==> src/rtl/audio_decimator.sv <==
// Box-filter decimator: averages every stereo sample received in each output
// period and presents one held stereo word per period with a valid pulse.
module audio_decimator #(
  parameter int unsigned CLK_HZ = 32000000,
  parameter int unsigned RATE   = 48000,
  parameter int unsigned CNT_W  = 8,
  parameter int unsigned ACC_W  = 24
) (
  input  logic        clk,
  input  logic        reset,
  input  logic        in_strobe,
  input  logic [15:0] in_l,
  input  logic [15:0] in_r,
  output logic [15:0] out_l,
  output logic [15:0] out_r,
  output logic        out_valid,
  output logic        busy,
  output logic        overrun
);

  localparam int unsigned PERIOD = CLK_HZ / RATE;
  localparam int unsigned TICK_W = $clog2(PERIOD);
  localparam int unsigned DCNT_W = $clog2(ACC_W);
  localparam int unsigned SEXT_W = ACC_W - 16;

  if (PERIOD < 64) begin : g_period_chk
    $error("audio_decimator: CLK_HZ/RATE must be at least 64");
  end
  if (ACC_W < 16 + CNT_W) begin : g_acc_chk
    $error("audio_decimator: ACC_W must be at least 16+CNT_W");
  end

  localparam logic [1:0] S_IDLE = 2'd0;
  localparam logic [1:0] S_DIV  = 2'd1;
  localparam logic [1:0] S_HOLD = 2'd2;
  localparam logic [1:0] S_OUT  = 2'd3;

  logic [1:0]        state, state_d;
  logic [TICK_W-1:0] tick_cnt;
  logic              tick_c;
  logic [ACC_W-1:0]  acc_l, acc_r;
  logic [CNT_W-1:0]  n;
  logic [ACC_W-1:0]  sext_l_c, sext_r_c, abs_l_c, abs_r_c;
  logic [ACC_W-1:0]  quo_l, quo_r;
  logic [CNT_W-1:0]  rem_l, rem_r, dvs;
  logic              neg_l, neg_r;
  logic [DCNT_W-1:0] div_cnt;
  logic [CNT_W+ACC_W-1:0] step_l_c, step_r_c;
  logic [ACC_W-1:0]  quo_fin_l_c, quo_fin_r_c;
  logic              ld_out_c;

  // One restoring-division step: shift in the next dividend bit, subtract if it fits.
  function automatic logic [CNT_W+ACC_W-1:0] div_step(
    input logic [CNT_W-1:0] rem,
    input logic [ACC_W-1:0] quo,
    input logic [CNT_W-1:0] divisor
  );
    logic [CNT_W:0] trial;
    trial = {rem, quo[ACC_W-1]};
    if (trial >= {1'b0, divisor}) begin
      div_step = {CNT_W'(trial - {1'b0, divisor}), quo[ACC_W-2:0], 1'b1};
    end else begin
      div_step = {trial[CNT_W-1:0], quo[ACC_W-2:0], 1'b0};
    end
  endfunction

  assign tick_c      = (tick_cnt == TICK_W'(PERIOD - 1));
  assign sext_l_c    = {{SEXT_W{in_l[15]}}, in_l};
  assign sext_r_c    = {{SEXT_W{in_r[15]}}, in_r};
  assign abs_l_c     = acc_l[ACC_W-1] ? (ACC_W'(0) - acc_l) : acc_l;
  assign abs_r_c     = acc_r[ACC_W-1] ? (ACC_W'(0) - acc_r) : acc_r;
  assign step_l_c    = div_step(rem_l, quo_l, dvs);
  assign step_r_c    = div_step(rem_r, quo_r, dvs);
  assign quo_fin_l_c = step_l_c[ACC_W-1:0];
  assign quo_fin_r_c = step_r_c[ACC_W-1:0];

  // Output-rate tick counter
  always_ff @(posedge clk) begin
    if (reset) begin
      tick_cnt <= '0;
    end else if (tick_c) begin
      tick_cnt <= '0;
    end else begin
      tick_cnt <= tick_cnt + TICK_W'(1);
    end
  end

  // Window accumulation; a sample coincident with the tick opens the next window
  always_ff @(posedge clk) begin
    if (reset) begin
      acc_l   <= '0;
      acc_r   <= '0;
      n       <= '0;
      overrun <= 1'b0;
    end else if (tick_c) begin
      acc_l <= in_strobe ? sext_l_c : '0;
      acc_r <= in_strobe ? sext_r_c : '0;
      n     <= in_strobe ? CNT_W'(1) : '0;
    end else if (in_strobe) begin
      if (n == '1) begin
        overrun <= 1'b1;
      end else begin
        acc_l <= acc_l + sext_l_c;
        acc_r <= acc_r + sext_r_c;
        n     <= n + CNT_W'(1);
      end
    end
  end

  // Divider datapath: magnitudes are snapped at the tick, signs reapplied at the end
  always_ff @(posedge clk) begin
    if (reset) begin
      quo_l   <= '0;
      quo_r   <= '0;
      rem_l   <= '0;
      rem_r   <= '0;
      dvs     <= '0;
      neg_l   <= 1'b0;
      neg_r   <= 1'b0;
      div_cnt <= '0;
    end else if (tick_c) begin
      quo_l   <= abs_l_c;
      quo_r   <= abs_r_c;
      rem_l   <= '0;
      rem_r   <= '0;
      dvs     <= n;
      neg_l   <= acc_l[ACC_W-1];
      neg_r   <= acc_r[ACC_W-1];
      div_cnt <= '0;
    end else if (state == S_DIV) begin
      {rem_l, quo_l} <= step_l_c;
      {rem_r, quo_r} <= step_r_c;
      div_cnt        <= div_cnt + DCNT_W'(1);
    end
  end

  always_ff @(posedge clk) begin
    if (reset) begin
      state <= S_IDLE;
    end else begin
      state <= state_d;
    end
  end

  always_comb begin
    state_d  = state;
    ld_out_c = 1'b0;
    case (state)
      S_IDLE: if (tick_c) state_d = (n == '0) ? S_HOLD : S_DIV;
      S_DIV: begin
        if (div_cnt == DCNT_W'(ACC_W - 1)) begin
          state_d  = S_OUT;
          ld_out_c = 1'b1;
        end
      end
      S_HOLD:  state_d = S_OUT;
      S_OUT:   state_d = S_IDLE;
      default: state_d = S_IDLE;
    endcase
  end

  // Registered outputs, timed off the next state
  always_ff @(posedge clk) begin
    if (reset) begin
      out_valid <= 1'b0;
      busy      <= 1'b0;
      out_l     <= '0;
      out_r     <= '0;
    end else begin
      out_valid <= (state_d == S_OUT);
      busy      <= (state_d == S_DIV);
      if (ld_out_c) begin
        out_l <= neg_l ? 16'(ACC_W'(0) - quo_fin_l_c) : 16'(quo_fin_l_c);
        out_r <= neg_r ? 16'(ACC_W'(0) - quo_fin_r_c) : 16'(quo_fin_r_c);
      end
    end
  end

endmodule

==> config.mk <==
export PLATFORM = sky130hd
export DESIGN_NAME = audio_decimator
export DESIGN_NICKNAME = d
export VERILOG_FILES = /design/src/rtl/audio_decimator.sv
export SDC_FILE = /design/constraint.sdc
export NUM_CORES = 1
export LEC_CHECK = 0
export BUFFER_PORTS_ARGS = -buffer_cell sky130_fd_sc_hd__buf_4
export CORE_UTILIZATION = 56
export DETAILED_ROUTE_END_ITERATION = 7
export PLACE_DENSITY = 0.74
export SLEW_MARGIN = 0
export SYNTH_ARGS = -nofsm -noshare
export SYNTH_HDL_FRONTEND = slang
export SYNTH_SLANG_ARGS = --single-unit
==> constraint.sdc <==
create_clock -name clk -period 3.67 [get_ports clk]
set_clock_uncertainty 0.05 [all_clocks]
set_input_delay 0.9175 -clock clk [delete_from_list [all_inputs] [get_ports clk]]
set_output_delay 0.9175 -clock clk [all_outputs]
set_load 0.1 [all_outputs]
==> tab_implementation.tex <==
\begin{tabular}{lr}
\hline
Metric & Value \\
\hline
\multicolumn{2}{l}{\textbf{CTS}} \\
Clock-pin slew reported for the worst setup and hold paths after clock tree synthesis & 0.08 ns \\
Clock insertion delay at the later pin of the skew report & 0.44 ns \\
Post-CTS setup-driven buffer insertion count & 0 \\
Number of buffers inserted for hold repair after clock tree synthesis & 0 \\
Clock tree from TritonCTS & built \\
CTS-repair resized insts & 0 \\
Number of clock sinks & 182 \\
Deepest clock path buffer count & 2 \\
Clock buffer count from CTS & 17 \\
CTS root buffer & clkbuf\_16 \\
H-tree levels & 4 \\
\multicolumn{2}{l}{\textbf{Floorplan}} \\
Core area & 0.0204 mm\^{}2 \\
I/O pin count & 70 \\
Starting density of the core & 0.577 \\
Die area & 0.0216 mm\^{}2 \\
DIE WIDTH & 147 um \\
Placement row count & 52 \\
Die height & 147 um \\
\multicolumn{2}{l}{\textbf{Synth}} \\
Fraction of the mapped netlist area in simple logic gates & 0.181 \\
Post-synthesis net count & 1577 \\
Predominant post-synthesis flop cell & dfxtp\_1 \\
Proportion of synthesized chip area in sequential cells & 0.309 \\
Number of instances in the synthesized netlist & 1465 \\
Post-synthesis compound-gate area fraction & 0.243 \\
Cell area after synthesis & 0.0118 mm\^{}2 \\
Number of synthesized register bits & 182 \\
Area share of the leading cell type in the synthesized netlist & 0.309 \\
Fraction of synthesized cell area in xor and xnor cells & 0.101 \\
Number of warnings issued by yosys & 0 \\
Syn avg cell area & 8.04 um\^{}2 \\
Synth unique cells & 66 \\
Top cells by area, synth & dfxtp\_1 (31\%), ha\_1 (7.8\%), nor2\_1 (5.4\%), xnor2\_1 (5.2\%), a211oi\_1 (4.9\%) \\
Area leader, netlist & dfxtp\_1 \\
Dominant combinational cell family by area after synthesis & compound AO/OA/AOI/OAI gates \\
Proportion of synthesized flip-flops having asynchronous set or reset & 0 \\
Post-synthesis adder-cell area fraction & 0.0843 \\
Count of flip-flops with a built-in enable after synthesis & 0 \\
Multiplexer area fraction after synthesis & 0.0425 \\
\multicolumn{2}{l}{\textbf{Setup path}} \\
Cell type of the slowest stage on the worst timing path & dfxtp\_1 \\
Endpoint kind of the worst setup timing path & register \\
Worst EP required & 3.97 ns \\
Delay of the slowest cell on the worst path & 0.42 ns \\
Start-to-end type of the worst setup path & reg -> reg \\
Biggest fanout along the worst timing path & 11 \\
Signal arrival time at the worst endpoint & 3.66 ns \\
Cell chain of the critical path & inv\_1 > ha\_1 > nor2b\_1 > o2111ai\_1 > nand2\_1 > o21bai\_1 > nand2\_1 > clkinvlp\_4 > ha\_1 > nand2b\_1 > o41ai\_1 > xor2\_1 > a211oi\_1 \\
Kind of launch point of the worst setup path & register \\
\multicolumn{2}{l}{\textbf{Outcome}} \\
Run status & finished clean \\
\multicolumn{2}{l}{\textbf{STA}} \\
Max-slew headroom at the worst pin & 0.194 \\
Worst slew pin tran & 1.20 ns \\
Final hold slack & 0.406 ns \\
Final count of hold timing violations & 0 \\
Final min period & 3.35 ns \\
Sum of negative setup slack & 0 ns \\
Final worst path period share & 0.913 \\
Fin. max-slew vios & 0 \\
Setup repair after global routing missed its margin & false \\
Maximum clock frequency & 298 MHz \\
Endpoints failing setup & 0 \\
\multicolumn{2}{l}{\textbf{Drt}} \\
Aggregate routed wire length & 30700 um \\
DRC Markers & 0 \\
Via count normalized by instance count & 6.11 \\
Number of detailed-routing iterations run before antenna repair & 5 \\
Initial DRC Count & 663 \\
Routed wire per std cell & 17.3 um \\
Count of nets left with antenna violations after detail routing & 0 \\
Via total after detailed routing & 10900 \\
\multicolumn{2}{l}{\textbf{Final layout}} \\
Utilization after layout & 0.642 \\
Antenna diode instance count & 0 \\
Number of filler cells placed in the layout & 1877 \\
Most frequent standard cell in the layout excluding fill and tap cells & dfxtp\_1 \\
Area Growth Syn to Fin & 11.4\% \\
Filler-free cell count of the finished design & 1777 \\
Finished layout cell area & 0.0131 mm\^{}2 \\
Fraction of layout instances using a drive strength above 1 & 0.0909 \\
Most frequent cells in the layout & dfxtp\_1 (182), nor2\_1 (170), nand2\_1 (137) \\
Net count, final & 1606 \\
\multicolumn{2}{l}{\textbf{Global routing}} \\
Number of antenna violations at the first check in global routing & 0 \\
Largest net degree at the start of global routing & 72 \\
Sum of overflow across all layers after global routing & 0 \\
Vias in the first global route & 10000 \\
First-pass GRT wire length & 50200 um \\
GRT Util Overall & 0.286 \\
\multicolumn{2}{l}{\textbf{Place}} \\
DP Wirelength & 22400 um \\
Placed Instance Area & 0.0125 mm\^{}2 \\
GPL Wtd Cong & 0.951 \\
Port-buffer cells & 69 \\
Cells after DPL & 1745 \\
\multicolumn{2}{l}{\textbf{Job}} \\
Max\_cap viols & 0 \\
\multicolumn{2}{l}{\textbf{Power and ir drop}} \\
Worst IR Drop VDD & 0.302 mV \\
PwrDens & 407 mW/mm\^{}2 \\
Leakage power total & 4.88 nW \\
\multicolumn{2}{l}{\textbf{Min path}} \\
Worst hold path type & reg -> reg \\
\hline
\end{tabular}
==> cell usage after synthesis, types with 3 or more instances <==
library cell and count:
a211oi_1 77, a21boi_0 6, a21o_1 15, a21oi_1 103
a221o_1 4, a221oi_1 12, a222oi_1 3, a22oi_1 6
a311oi_1 15, a31oi_1 19, a41oi_1 3, and2_1 3
and3_1 9, and4_1 3, buf_1 14, clkbuf_1 69
dfxtp_1 182, fa_1 4, ha_1 73, inv_1 37
mux2i_1 50, nand2_1 137, nand2b_1 11, nand3_1 44
nand4_1 12, nor2_1 170, nor2b_1 10, nor3_1 24
nor3b_1 4, nor4_1 5, o211a_1 3, o211ai_1 9
o21a_1 7, o21ai_0 74, o21bai_1 4, o22ai_1 7
o31ai_1 32, o41ai_1 11, or3_1 20, or4_1 5
xnor2_1 70, xor2_1 66
==> worst paths after layout <==
check / start / to / slack [ns] / cells after the start
setup / recovery: dvs[1]$_SDFFE_PP0P_ / out_l[6]$_SDFFE_PP0P_ / 0.32 / 13
hold / removal: out_l[7]$_SDFFE_PP0P_ / out_l[7]$_SDFFE_PP0P_ / 0.41 / 2
setup reg to reg: dvs[1]$_SDFFE_PP0P_ / out_l[6]$_SDFFE_PP0P_ / 0.32 / 13
hold reg to reg: out_l[7]$_SDFFE_PP0P_ / out_l[7]$_SDFFE_PP0P_ / 0.41 / 2
==> cells by family (layout without fill, tap and decap cells) <==
family | count (synthesis) | count (layout)
flip-flops | 182 | 182
AO/OA/AOI/OAI | 429 | 429
buffers and inverters | 122 | 164
AND/OR/NAND/NOR | 469 | 469
adder cells (fa/ha/maj) | 77 | 77
XOR/XNOR | 136 | 136
multiplexers | 50 | 50
==> worst max-delay path, delay by kind of cell (launching register included) <==
kind | cells | cell delay [ns]
AOI/OAI and AO/OA | 4 | 1.18
and+or+nand+nor | 4 | 0.64
adders and majority gates | 2 | 0.49
DFF | 1 | 0.42
buffers and inverters | 2 | 0.36
xor gates and xnor gates | 1 | 0.13
==> power by group <==
part           internal (mW)  switching [mW]  leakage [nW]
combinational          0.538           0.705          3.12
clock                  0.988           0.884         0.287
sequential              2.06           0.165          1.48
==> flip-flops by register name, indices dropped and copies added (netlist names), 10 cells and up <==
register,flops
out_l,16
tick_cnt,10
quo_l,24
out_r,16
quo_r,24
acc_l,24
acc_r,24
==> per-stage QoR <==
step | setup slack [ns] | power (mW)
after CTS | 0.264 | 5.34
after floorplan | 0.121 | 3.18
after detailed placement | 0.235 | 3.48
after global placement | 0.280 | 3.46
after global routing | 0.0491 | 5.59
final | 0.318 | 5.34
==> per-layer routing <==
layer / routed length (um) / up-vias / track usage
li1: - / 5422 / -
met1: 14300 / 5037 / 0.398
met2: 13700 / 347 / 0.455
met3: 2080 / 46 / 0.0432
met5: 0 / - / 0
met4: 615 / 0 / 0.0881
==> cell type report <==
type,instances,area (um^2),area share
Timing Repair Buffer,94,706,0.0538
Sequential cell,182,3640,0.278
Inverter,38,146,0.0112
Clock inverter,14,156,0.0119
Tap cell,270,338,0.0257
Multi-Input combinational cell,1161,7690,0.586
Clock buffer,18,439,0.0335
(Power assumes the default switching activity.)
